`config.mk`:
```
export PLATFORM = sky130hd
export DESIGN_NAME = pc_sequencer
export DESIGN_NICKNAME = d
export VERILOG_FILES = /design/src/rtl/cpu_pkg.sv /design/src/rtl/pc_sequencer.sv
export SDC_FILE = /design/constraint.sdc
export NUM_CORES = 1
export LEC_CHECK = 0
export ABC_AREA = 0
export BUFFER_PORTS_ARGS = -buffer_cell sky130_fd_sc_hd__buf_2
export CAP_MARGIN = 20
export CORE_MARGIN = 1.5
export CORE_UTILIZATION = 46
export CTS_CLUSTER_DIAMETER = 60
export DETAILED_ROUTE_END_ITERATION = 7
export HOLD_SLACK_MARGIN = 0.12
export PLACE_DENSITY = 0.74
export SLEW_MARGIN = 10
export SYNTH_ARGS = -nofsm -noshare
export SYNTH_HDL_FRONTEND = slang
export SYNTH_SLANG_ARGS = --single-unit
```
`constraint.sdc`:
```
create_clock -name clk -period 2.06 [get_ports clk]
set_clock_uncertainty 0.15 [all_clocks]
set_input_delay 0.515 -clock clk [delete_from_list [all_inputs] [get_ports clk]]
set_output_delay 0.515 -clock clk [all_outputs]
set_load 0.01 [all_outputs]
```
`src/rtl/cpu_pkg.sv`:
```
// Shared CPU definitions: opcode constants, sequencer state encoding and
// branch-opcode classification.
package cpu_pkg;

  localparam logic [4:0] OP_BGT = 5'b01101;
  localparam logic [4:0] OP_BEQ = 5'b01110;
  localparam logic [4:0] OP_BGE = 5'b01111;
  localparam logic [4:0] OP_BLT = 5'b10000;
  localparam logic [4:0] OP_BLE = 5'b10001;
  localparam logic [4:0] OP_BRN = 5'b10010;
  localparam logic [4:0] OP_HLT = 5'b11111;

  typedef enum logic [2:0] {
    ST_IDLE,
    ST_FETCH,
    ST_ISSUE,
    ST_BRCHK,
    ST_HALT
  } state_t;

  // Branch opcodes occupy one contiguous range, BGT..BRN.
  function automatic logic is_branch(input logic [4:0] op);
    return (op >= OP_BGT) && (op <= OP_BRN);
  endfunction

endpackage

```
`src/rtl/pc_sequencer.sv`:
```
// Instruction sequencer: owns the PC, fetches opcodes, issues to execute,
// drives the branch unit for one cycle per branch and counts retirements.
module pc_sequencer
  import cpu_pkg::*;
#(
  parameter int unsigned         ADDR_W   = 16,
  parameter logic [ADDR_W-1:0]   RESET_PC = '0
) (
  input  logic              clk,
  input  logic              rst_n,
  input  logic              start,
  input  logic              halt_req,
  output logic              imem_req,
  output logic [ADDR_W-1:0] imem_addr,
  input  logic              imem_ack,
  input  logic [4:0]        imem_opcode,
  output logic              exec_valid,
  output logic [4:0]        exec_op,
  input  logic              exec_ready,
  output logic              br_en,
  output logic              br_hold,
  output logic [4:0]        br_op,
  input  logic              br_taken,
  input  logic [ADDR_W-1:0] br_addr,
  output logic [ADDR_W-1:0] pc,
  output logic              busy,
  output logic              halted,
  output logic [31:0]       instret
);

  state_t            state, state_nxt;
  logic [4:0]        ir;
  logic              ir_load;
  logic [ADDR_W-1:0] pc_nxt;
  logic [31:0]       instret_nxt;

  always_ff @(posedge clk or negedge rst_n) begin
    if (!rst_n) begin
      state   <= ST_IDLE;
      pc      <= RESET_PC;
      ir      <= '0;
      instret <= '0;
    end else begin
      state   <= state_nxt;
      pc      <= pc_nxt;
      instret <= instret_nxt;
      if (ir_load) ir <= imem_opcode;
    end
  end

  always_comb begin
    state_nxt   = state;
    pc_nxt      = pc;
    instret_nxt = instret;
    ir_load     = 1'b0;
    imem_req    = 1'b0;
    exec_valid  = 1'b0;
    exec_op     = '0;
    br_en       = 1'b0;
    br_hold     = 1'b0;
    br_op       = '0;
    busy        = 1'b0;
    halted      = 1'b0;

    case (state)
      ST_IDLE: begin
        if (halt_req)   state_nxt = ST_HALT;
        else if (start) state_nxt = ST_FETCH;
      end

      ST_FETCH: begin
        imem_req = 1'b1;
        busy     = 1'b1;
        if (imem_ack) begin
          ir_load = 1'b1;
          if (imem_opcode == OP_HLT) begin
            state_nxt   = ST_HALT;
            instret_nxt = instret + 32'd1;
          end else if (is_branch(imem_opcode)) begin
            state_nxt = ST_BRCHK;
          end else begin
            state_nxt = ST_ISSUE;
          end
        end
      end

      ST_ISSUE: begin
        exec_valid = 1'b1;
        exec_op    = ir;
        busy       = 1'b1;
        if (exec_ready) begin
          pc_nxt      = pc + ADDR_W'(1);
          instret_nxt = instret + 32'd1;
          state_nxt   = halt_req ? ST_HALT : ST_FETCH;
        end
      end

      ST_BRCHK: begin
        br_en       = 1'b1;
        br_hold     = 1'b1;
        br_op       = ir;
        busy        = 1'b1;
        pc_nxt      = br_taken ? br_addr : pc + ADDR_W'(1);
        instret_nxt = instret + 32'd1;
        state_nxt   = halt_req ? ST_HALT : ST_FETCH;
      end

      ST_HALT: begin
        halted = 1'b1;
        if (start) state_nxt = ST_FETCH;
      end

      default: state_nxt = ST_IDLE;
    endcase
  end

  assign imem_addr = pc;

endmodule

```
Word level (Yosys, flattened, before mapping)
Cells that the tools add are included.
Widths: inputs -> output; s select.
{ "totals": {"ff_bits": 56, "input_bits": 28, "out_inout_bits": 80, "elab_cells": 48} }
{ "classes": {"n_addsub": 2, "n_lt_le_gt_ge": 2, "eq_ne": 8, "n_mux": 24, "reduce_logical": 8} }
{ "op_table": {"columns": ["operator", "count"], "rows": [
  ["$mux 32", 3],
  ["$pmux 32 s3", 1],
  ["$add 32x1->32 const B", 1],
  ["$mux 16", 2],
  ["$pmux 16 s2", 1],
  ["$mux 3", 6],
  ["$add 16x1->16 const B", 1],
  ["$pmux 3 s5", 1],
  ["$mux 5", 2],
  ["$mux 1", 8],
  ["$eq 3x2->1 const B", 2],
  ["$ne 2x2->1 const B", 3],
  ["$eq 5x5->1 const B", 1],
  ["$ge 5x4->1 const B", 1],
  ["$le 5x5->1 const B", 1],
  ["$reduce_and 2->1", 2],
  ["$reduce_and 4->1", 1],
  ["$eq 3x1->1 const B", 1],
  ["$eq 3x3->1 const B", 1],
  ["$logic_not 3->1", 1],
  ["$reduce_bool 3->1", 1],
  ["$reduce_or 3->1", 1],
  ["$reduce_bool 2->1", 1],
  ["$logic_and 1x1->1", 1]
]} }

Longest topological paths before layout
Gate-level depths: netlist (run 1).
{ "logic_depth": {"depth_word": 6, "mapped_depth": 6, "ltp_nobuf": 5} }

Worst setup path after synthesis (run 1)
No wires, ideal clock.
{ "synth_timing": {"kind": "register -> register", "from": "reg instret[0]", "to": "reg instret[22]", "setup_time_ns": 0.079, "arrival_ns": 1.814, "t_required_ns": 1.831, "setup_slack_ns": 0.017, "stages_incl_launch_ff": 7, "path_buffers": 1, "synth_period_minus_slack_ns": 2.043, "cell_sequence": "dfrtp_1 > ha_1 > nand3_1 > or4_1 > buf_2 > nor4_2 > xor2_1"} }
{ "synth_between": {"elab_chain_cells": 4, "elab_cells_between_ends": 5, "cone_classes": "add/sub (1); mux (4)"} }
{ "synth_lines": {"columns": ["item", "line", "source"], "rows": [
  ["from (decl)", "pc_sequencer.sv:28", "output logic [31:0] instret"],
  ["from (signal assigned)", "pc_sequencer.sv:46", "instret <= instret_nxt;"],
  ["$add 32x1->32 (*)", "pc_sequencer.sv:78, pc_sequencer.sv:93, pc_sequencer.sv:104", null],
  ["$mux 32", "pc_sequencer.sv:76", "if (imem_opcode == OP_HLT) begin"],
  ["$mux 32", "pc_sequencer.sv:74", "if (imem_ack) begin"],
  ["$pmux 32 s3 (*)", "pc_sequencer.sv:65", "case (state)"]
]} }
Mark *: on every way between the ends. The rest lies on a longest branch, timed or not. The select of a mux whose other input is x is not followed.
A chain may end at the register's enable or synchronous reset.

Worst setup path in the final report (run 1)
{ "layout_timing": {"from": "reg state[2]", "to": "out imem_req"} }
{ "layout_between": {"elab_chain_cells": 2} }
{ "layout_lines": {"columns": ["item", "line", "source"], "rows": [
  ["from (decl)", "pc_sequencer.sv:31", "state_t state, state_nxt;"],
  ["from (signal assigned)", "pc_sequencer.sv:44", "state <= state_nxt;"],
  ["$eq 3x1->1", "pc_sequencer.sv:65", null],
  ["$mux 1", "pc_sequencer.sv:65", null],
  ["to (decl)", "pc_sequencer.sv:13", "output logic imem_req,"]
]} }
No other way between the ends.

==> reports/metrics.csv, run 1 <==
metric,value,unit
violations,setup timing,
criticalPathCategory,flip-flop to primary output,
crit_top_cell,buf_4,
core,6830,µm²
grt_overflow,0,
cts_tree,done,
fin_crit_sh,103,%
synth.most_common_cell,dfrtp_1,
cpLargestDelayFamily,buffers and inverters,
fin_area,4250,µm²
drt-vias-per-instance,5.69,
die_h,87.4,µm
maxCapViolations,0,
min_path_type,input port to flip-flop,
die_w,87.4,µm
rsz0062_at_grt,true,
reg2reg_to,instret[24]$_DFFE_PN0P_,
ys_types,49,
fillCellCount,624,
die_area,7640,µm²
yosys-top-cells-area,"dfrtp_1 43%, xnor2_1 6.4%, nand4_1 4.2%, nand3_1 4.1%, buf_4 3.9%",
hold_ws,0.273,ns
ys_ff_latch,56,
grt_start_max_net_pins,57,
antenna_cells,0,
ys.flop_type,dfrtp_1,
finalNonFillerCells,563,
wirelength,8880,µm
cts_htree_levels,2,
drt-initial-drc-count,210,
period_needed,2.13,ns
rows,30,
vias,3205,
nets,496,
async_reset_ff_share,100,%
peakVddDrop,0.565,mV
antenna_found_initial,0,
cts-buffers-inserted,5,
crit_chain,buf_4 > nor3b_1 > buf_4 > buf_2,
critPathMaxStageDelay,0.44,ns
post-dp-hpwl,6350,µm
syn2layout_area_growth,29.6,%
syn_avg_cell_area,9.47,µm²
ys_seq_area_share,42.8,%
post_dp_cell_area,3990,µm²
wl_per_cell,15.8,µm
p_clk_share,17.2,%
path_buf_inv,3,
switching_share,40.1,%
crit_slowest_cell,dfrtp_2,
grt_pass1_wl,14200,µm
num_io_pins,108,
ant_nets,0,
reg2regPathDepth,5,
firstDrtPassIters,4,
setup_tns,-0.0680,ns
initial_core_util,48.0,%
drive_gt1_share,37.5,%
maxSlewHeadroom,72.3,%
layout.area.seq,1400,µm²
first_global_vias,3046,
cts_root_buf,clkbuf_8,
worstMarginPinSlew,0.414,ns
arrival,1.46,ns
worst_slack,-0.0680,ns
dp.cells,548,
power_density,1010,nW/µm²
clk_latency,0.31,ns
pre_cts_slack,-0.0898,ns
status,finished with violations,
p_int,2570,µW
r2r_slack,0.07,ns
leakage,0.00201,µW
synth_cells,346,
syn-num-nets,376,
place.gp.congestion,0.851,
io_buffers,107,
final-max-slew-violation-count,0,
setup_viol,1,
synth_edf_count,0,
cp.required,1.39,ns
power.share.combinational,45.1,%
min_path_cells,3,
seqPwrFrac,37.8,%
min_from,br_addr[12],
clk_pin_slew_worst_paths,0.10,ns
timing.fmax,470,MHz
syn_area,3280,µm²
cts_max_path_buffers,2,
holdPathEnd,imem_addr[12]$_DFFE_PN0P_,
start_kind,flip-flop,
yosysWarnings,0,
synth_common_cells,"56 x dfrtp_1, 27 x nand3_1, 24 x xnor2_1, 23 x nand2_1, 22 x nand4_1",
grtUsageTotal,23.2,%
cp_max_fo,8,
cts_sinks,56,
multiInputGateArea,1740,µm²
crit_path_end_kind,primary output,
hold_viol,0,
reg2reg_from,state[2]$_DFFE_PN0P_,
synth_top_area_share,42.8,%
synth_top_area_cell,dfrtp_1,
switchingPower,1720,µW
drc,0,
[flip-flops by register name, summed over array words and instances (netlist names)]
name and count:
imem_addr 16, instret 32, ir 5, state 3
[tightest hold or removal path, stage by stage]
cell and delay, ns:
buf_2 0.07, nand2_1 0.04, o211ai_1 0.07
[repair_timing]
item / CTS / global route
setup endpoints to repair: 21 / 24
setup buffers: 2 / 4
pin swaps: 0 / 3
resized for setup: 8 / 12
endpoints found under the hold margin: 56 / 0
hold buffers: 1 / 0
[kinds of logic (layout without fill, tap and decap cells)]
group,after synthesis,in the layout,share of synthesized area (%)
compound gates,53,53,10.8
flops,56,56,42.8
mux,7,7,2.37
fa+ha+maj,2,2,0.764
xor+xnor,31,31,8.29
buf+inv,37,158,6.34
simple gates,160,160,28.7
[stage by stage]
step,util (%),total power (µW)
final,62.2,4290
after global routing,62.2,4580
after CTS,60.7,4190
after detailed placement,58.4,3390
after global placement,58.4,3340
after floorplan,-,2750
[power by group through the flow]
stage	combinational (µW)	sequential (µW)	clock [µW]
final	1930	1620	735
after global routing	2130	1660	777
after CTS	1830	1610	753
after detailed placement	1750	1640	0
after global placement	1710	1620	0
after floorplan	1090	1670	0
[layout by cell type (no fill, tap or decap), drive strengths merged, types with 11 or more instances in the layout]
cell,instances
dfrtp,56
nand3,27
and3,15
nand4,23
a21oi,12
nor2,17
o21ai,11
nor4,14
nand2,23
xnor2,24
buf,144
[final cells by class]
| cell class | instances | share of cell area (%) |
|---|---|---|
| multi-input combinational | 253 | 41.0 |
| clock inverter | 2 | 0.825 |
| timing repair buffer | 145 | 20.1 |
| clock buffer | 6 | 1.71 |
| tap | 96 | 2.83 |
| sequential | 56 | 33.1 |
| inverter | 5 | 0.442 |
[routing by layer]
layer	share of wire (%)	wire, µm	global-route usage (%)
met1	43	3800	30.8
met2	49	4370	39.4
met3	6.7	599	3.60
met4	1.2	104	6.49
met5	0	0	0
[how the worst max path moves through the flow]
stage / startpoint / to / slack, ns / cells after the start
3_5_place_dp: instret[1]$_DFFE_PN0P_ / instret[20]$_DFFE_PN0P_ / -0.09 / 5
4_1_cts: state[2]$_DFFE_PN0P_ / imem_req / 0.01 / 4
5_1_grt: state[2]$_DFFE_PN0P_ / imem_req / -0.10 / 4
6_report: state[2]$_DFFE_PN0P_ / imem_req / -0.07 / 4
2_1_floorplan: instret[0]$_DFFE_PN0P_ / instret[22]$_DFFE_PN0P_ / 0.02 / 6
3_3_place_gp: instret[0]$_DFFE_PN0P_ / instret[20]$_DFFE_PN0P_ / 0.05 / 5
(Power assumes the default switching activity.)
==> run 2, diff against run 1 <==
PLACE_DENSITY = 0.77   (was 0.74)
==> reports/metrics.csv, run 2 (synthesized netlist as in run 1, its figures left out) <==
metric,value,unit,change
layout_common_cells,"104 x buf_2, 54 x dfrtp_1, 38 x buf_4",,
peakVddDrop,0.539,mV,-4.6%
drive_gt1_share,38.4,%,+0.96 points
pre_cts_slack,-0.0944,ns,-0.00460 ns
final_common_cell,buf_2,,
num_io_pins,108,,unchanged
startpoint,state[2]$_DFFE_PN0P_,,
leakage,0.00203,µW,+1.1%
criticalPathCategory,flip-flop to primary output,,
clk_pin_slew_worst_paths,0.11,ns,about the same
power_density,1030,nW/µm²,+1.6%
core,6830,µm²,unchanged
reg2reg_from,state[2]$_DFFE_PN0P_,,
cp.required,1.39,ns,about the same
final-max-slew-violation-count,0,,unchanged
layout.area.seq,1400,µm²,unchanged
p_total,4380,µW,+2.3%
r2r_slack,0.09,ns,+0.02 ns
arrival,1.37,ns,-0.09 ns
grt_overflow,0,,unchanged
wirelength,8700,µm,-2.0%
cts_tree,done,,
fin_area,4280,µm²,+0.68%
place.gp.congestion,0.922,,+8.4%
status,"finished, final reports clean",,
maxCapViolations,0,,unchanged
drt-initial-drc-count,257,,+22%
die_area,7640,µm²,unchanged
fin_util,62.6,%,+0.42 points
timing.fmax,493,MHz,+4.8%
start_kind,flip-flop,,
cts_sinks,56,,unchanged
cts-buffers-inserted,5,,unchanged
cts_root_buf,clkbuf_8,,
io_buffers,107,,unchanged
vias,3241,,+1.1%
rsz0062_at_grt,true,,
die_h,87.4,µm,unchanged
nets,500,,+0.81%
fin_crit_sh,98.5,%,-4.8 points
grt_pass1_wl,13700,µm,-4.0%
grt_start_max_net_pins,57,,unchanged
reg2reg_to,instret[18]$_DFFE_PN0P_,,
firstDrtPassIters,4,,unchanged
post-dp-hpwl,6210,µm,-2.1%
drc,0,,unchanged
worst_slack,0.0299,ns,+0.0979 ns
first_global_vias,2944,,-3.3%
antenna_cells,0,,unchanged
post_dp_cell_area,4000,µm²,+0.19%
cts_max_path_buffers,2,,unchanged
endpoint,exec_op[4],,
syn2layout_area_growth,30.5,%,
initial_core_util,48.0,%,unchanged
cp_max_fo,8,,unchanged
rows,30,,unchanged
largest_register_ffs,32,,unchanged
worstMarginPinSlew,0.572,ns,+0.158 ns
min_from,br_addr[11],,
hold_viol,0,,unchanged
ant_nets,0,,unchanged
cts_htree_levels,2,,unchanged
setup_viol,0,,-1
grtUsageTotal,22.4,%,-0.82 points
fillCellCount,592,,-5.1%
finalNonFillerCells,567,,+0.71%
drt-vias-per-instance,5.72,,+0.41%
crit_path_end_kind,primary output,,
maxSlewHeadroom,61.6,%,-11 points
wl_per_cell,15.3,µm,-2.7%
die_w,87.4,µm,unchanged
clk_latency,0.31,ns,about the same
reg2regPathDepth,5,,unchanged
multiInputGateArea,1730,µm²,-0.65%
dp.cells,549,,+0.18%
largest_register,instret,,
period_needed,2.03,ns,-0.0979 ns
min_path_type,input port to flip-flop,,
antenna_found_initial,0,,unchanged
[run 2: stage by stage]
step,hold WS [ns],TNS [ns]
2_1_floorplan,0.0694,0
5_1_grt,0.260,-0.243
4_1_cts,0.256,-0.0672
3_3_place_gp,0.308,0
6_report,0.265,0
3_5_place_dp,0.308,-0.378
[run 2: layout make-up]
cell class | instances | area share (%)
multi-input combinational | 253 | 40.5
sequential | 56 | 32.8
timing repair buffer | 149 | 20.7
tap | 96 | 2.81
clock buffer | 5 | 1.61
clock inverter | 3 | 1.11
inverter | 5 | 0.439
[run 2: repair_timing]
action | 4_1_cts | 5_1_grt
gates resized for setup | 7 | 13
hold buffers | 1 | 0
endpoints found under the hold margin | 56 | 0
setup buffers | 3 | 6
pin swaps | 0 | 2
endpoints found under the setup margin | 21 | 20
[run 2: worst min path at each step]
stage	to	cells after the start
2_1_floorplan	imem_addr[0]$_DFFE_PN0P_	0
3_5_place_dp	instret[31]$_DFFE_PN0P_	1
4_1_cts	imem_addr[11]$_DFFE_PN0P_	3
3_3_place_gp	instret[31]$_DFFE_PN0P_	1
5_1_grt	imem_addr[11]$_DFFE_PN0P_	3
6_report	imem_addr[11]$_DFFE_PN0P_	3
[run 2: per-layer routing]
metal,track usage (%),vias to the layer above,wire length [µm]
met5,0,-,0
met4,5.05,0,110
met3,4.27,17,622
met2,38.8,146,4260
met1,29.0,1560,3710
li1,-,1518,-
[run 2: where the power goes]
| part | internal (µW) | switching, µW |
|---|---|---|
| registers | 1330 | 289 |
| clock network | 367 | 376 |
| logic | 928 | 1090 |
| total | 2630 | 1750 |
[run 2: worst max-delay path, stage by stage (launching register included)]
cell      delay (ns)
dfrtp_2         0.48
nand2b_4        0.17
nor2_4          0.13
and2_1          0.15
buf_2           0.13
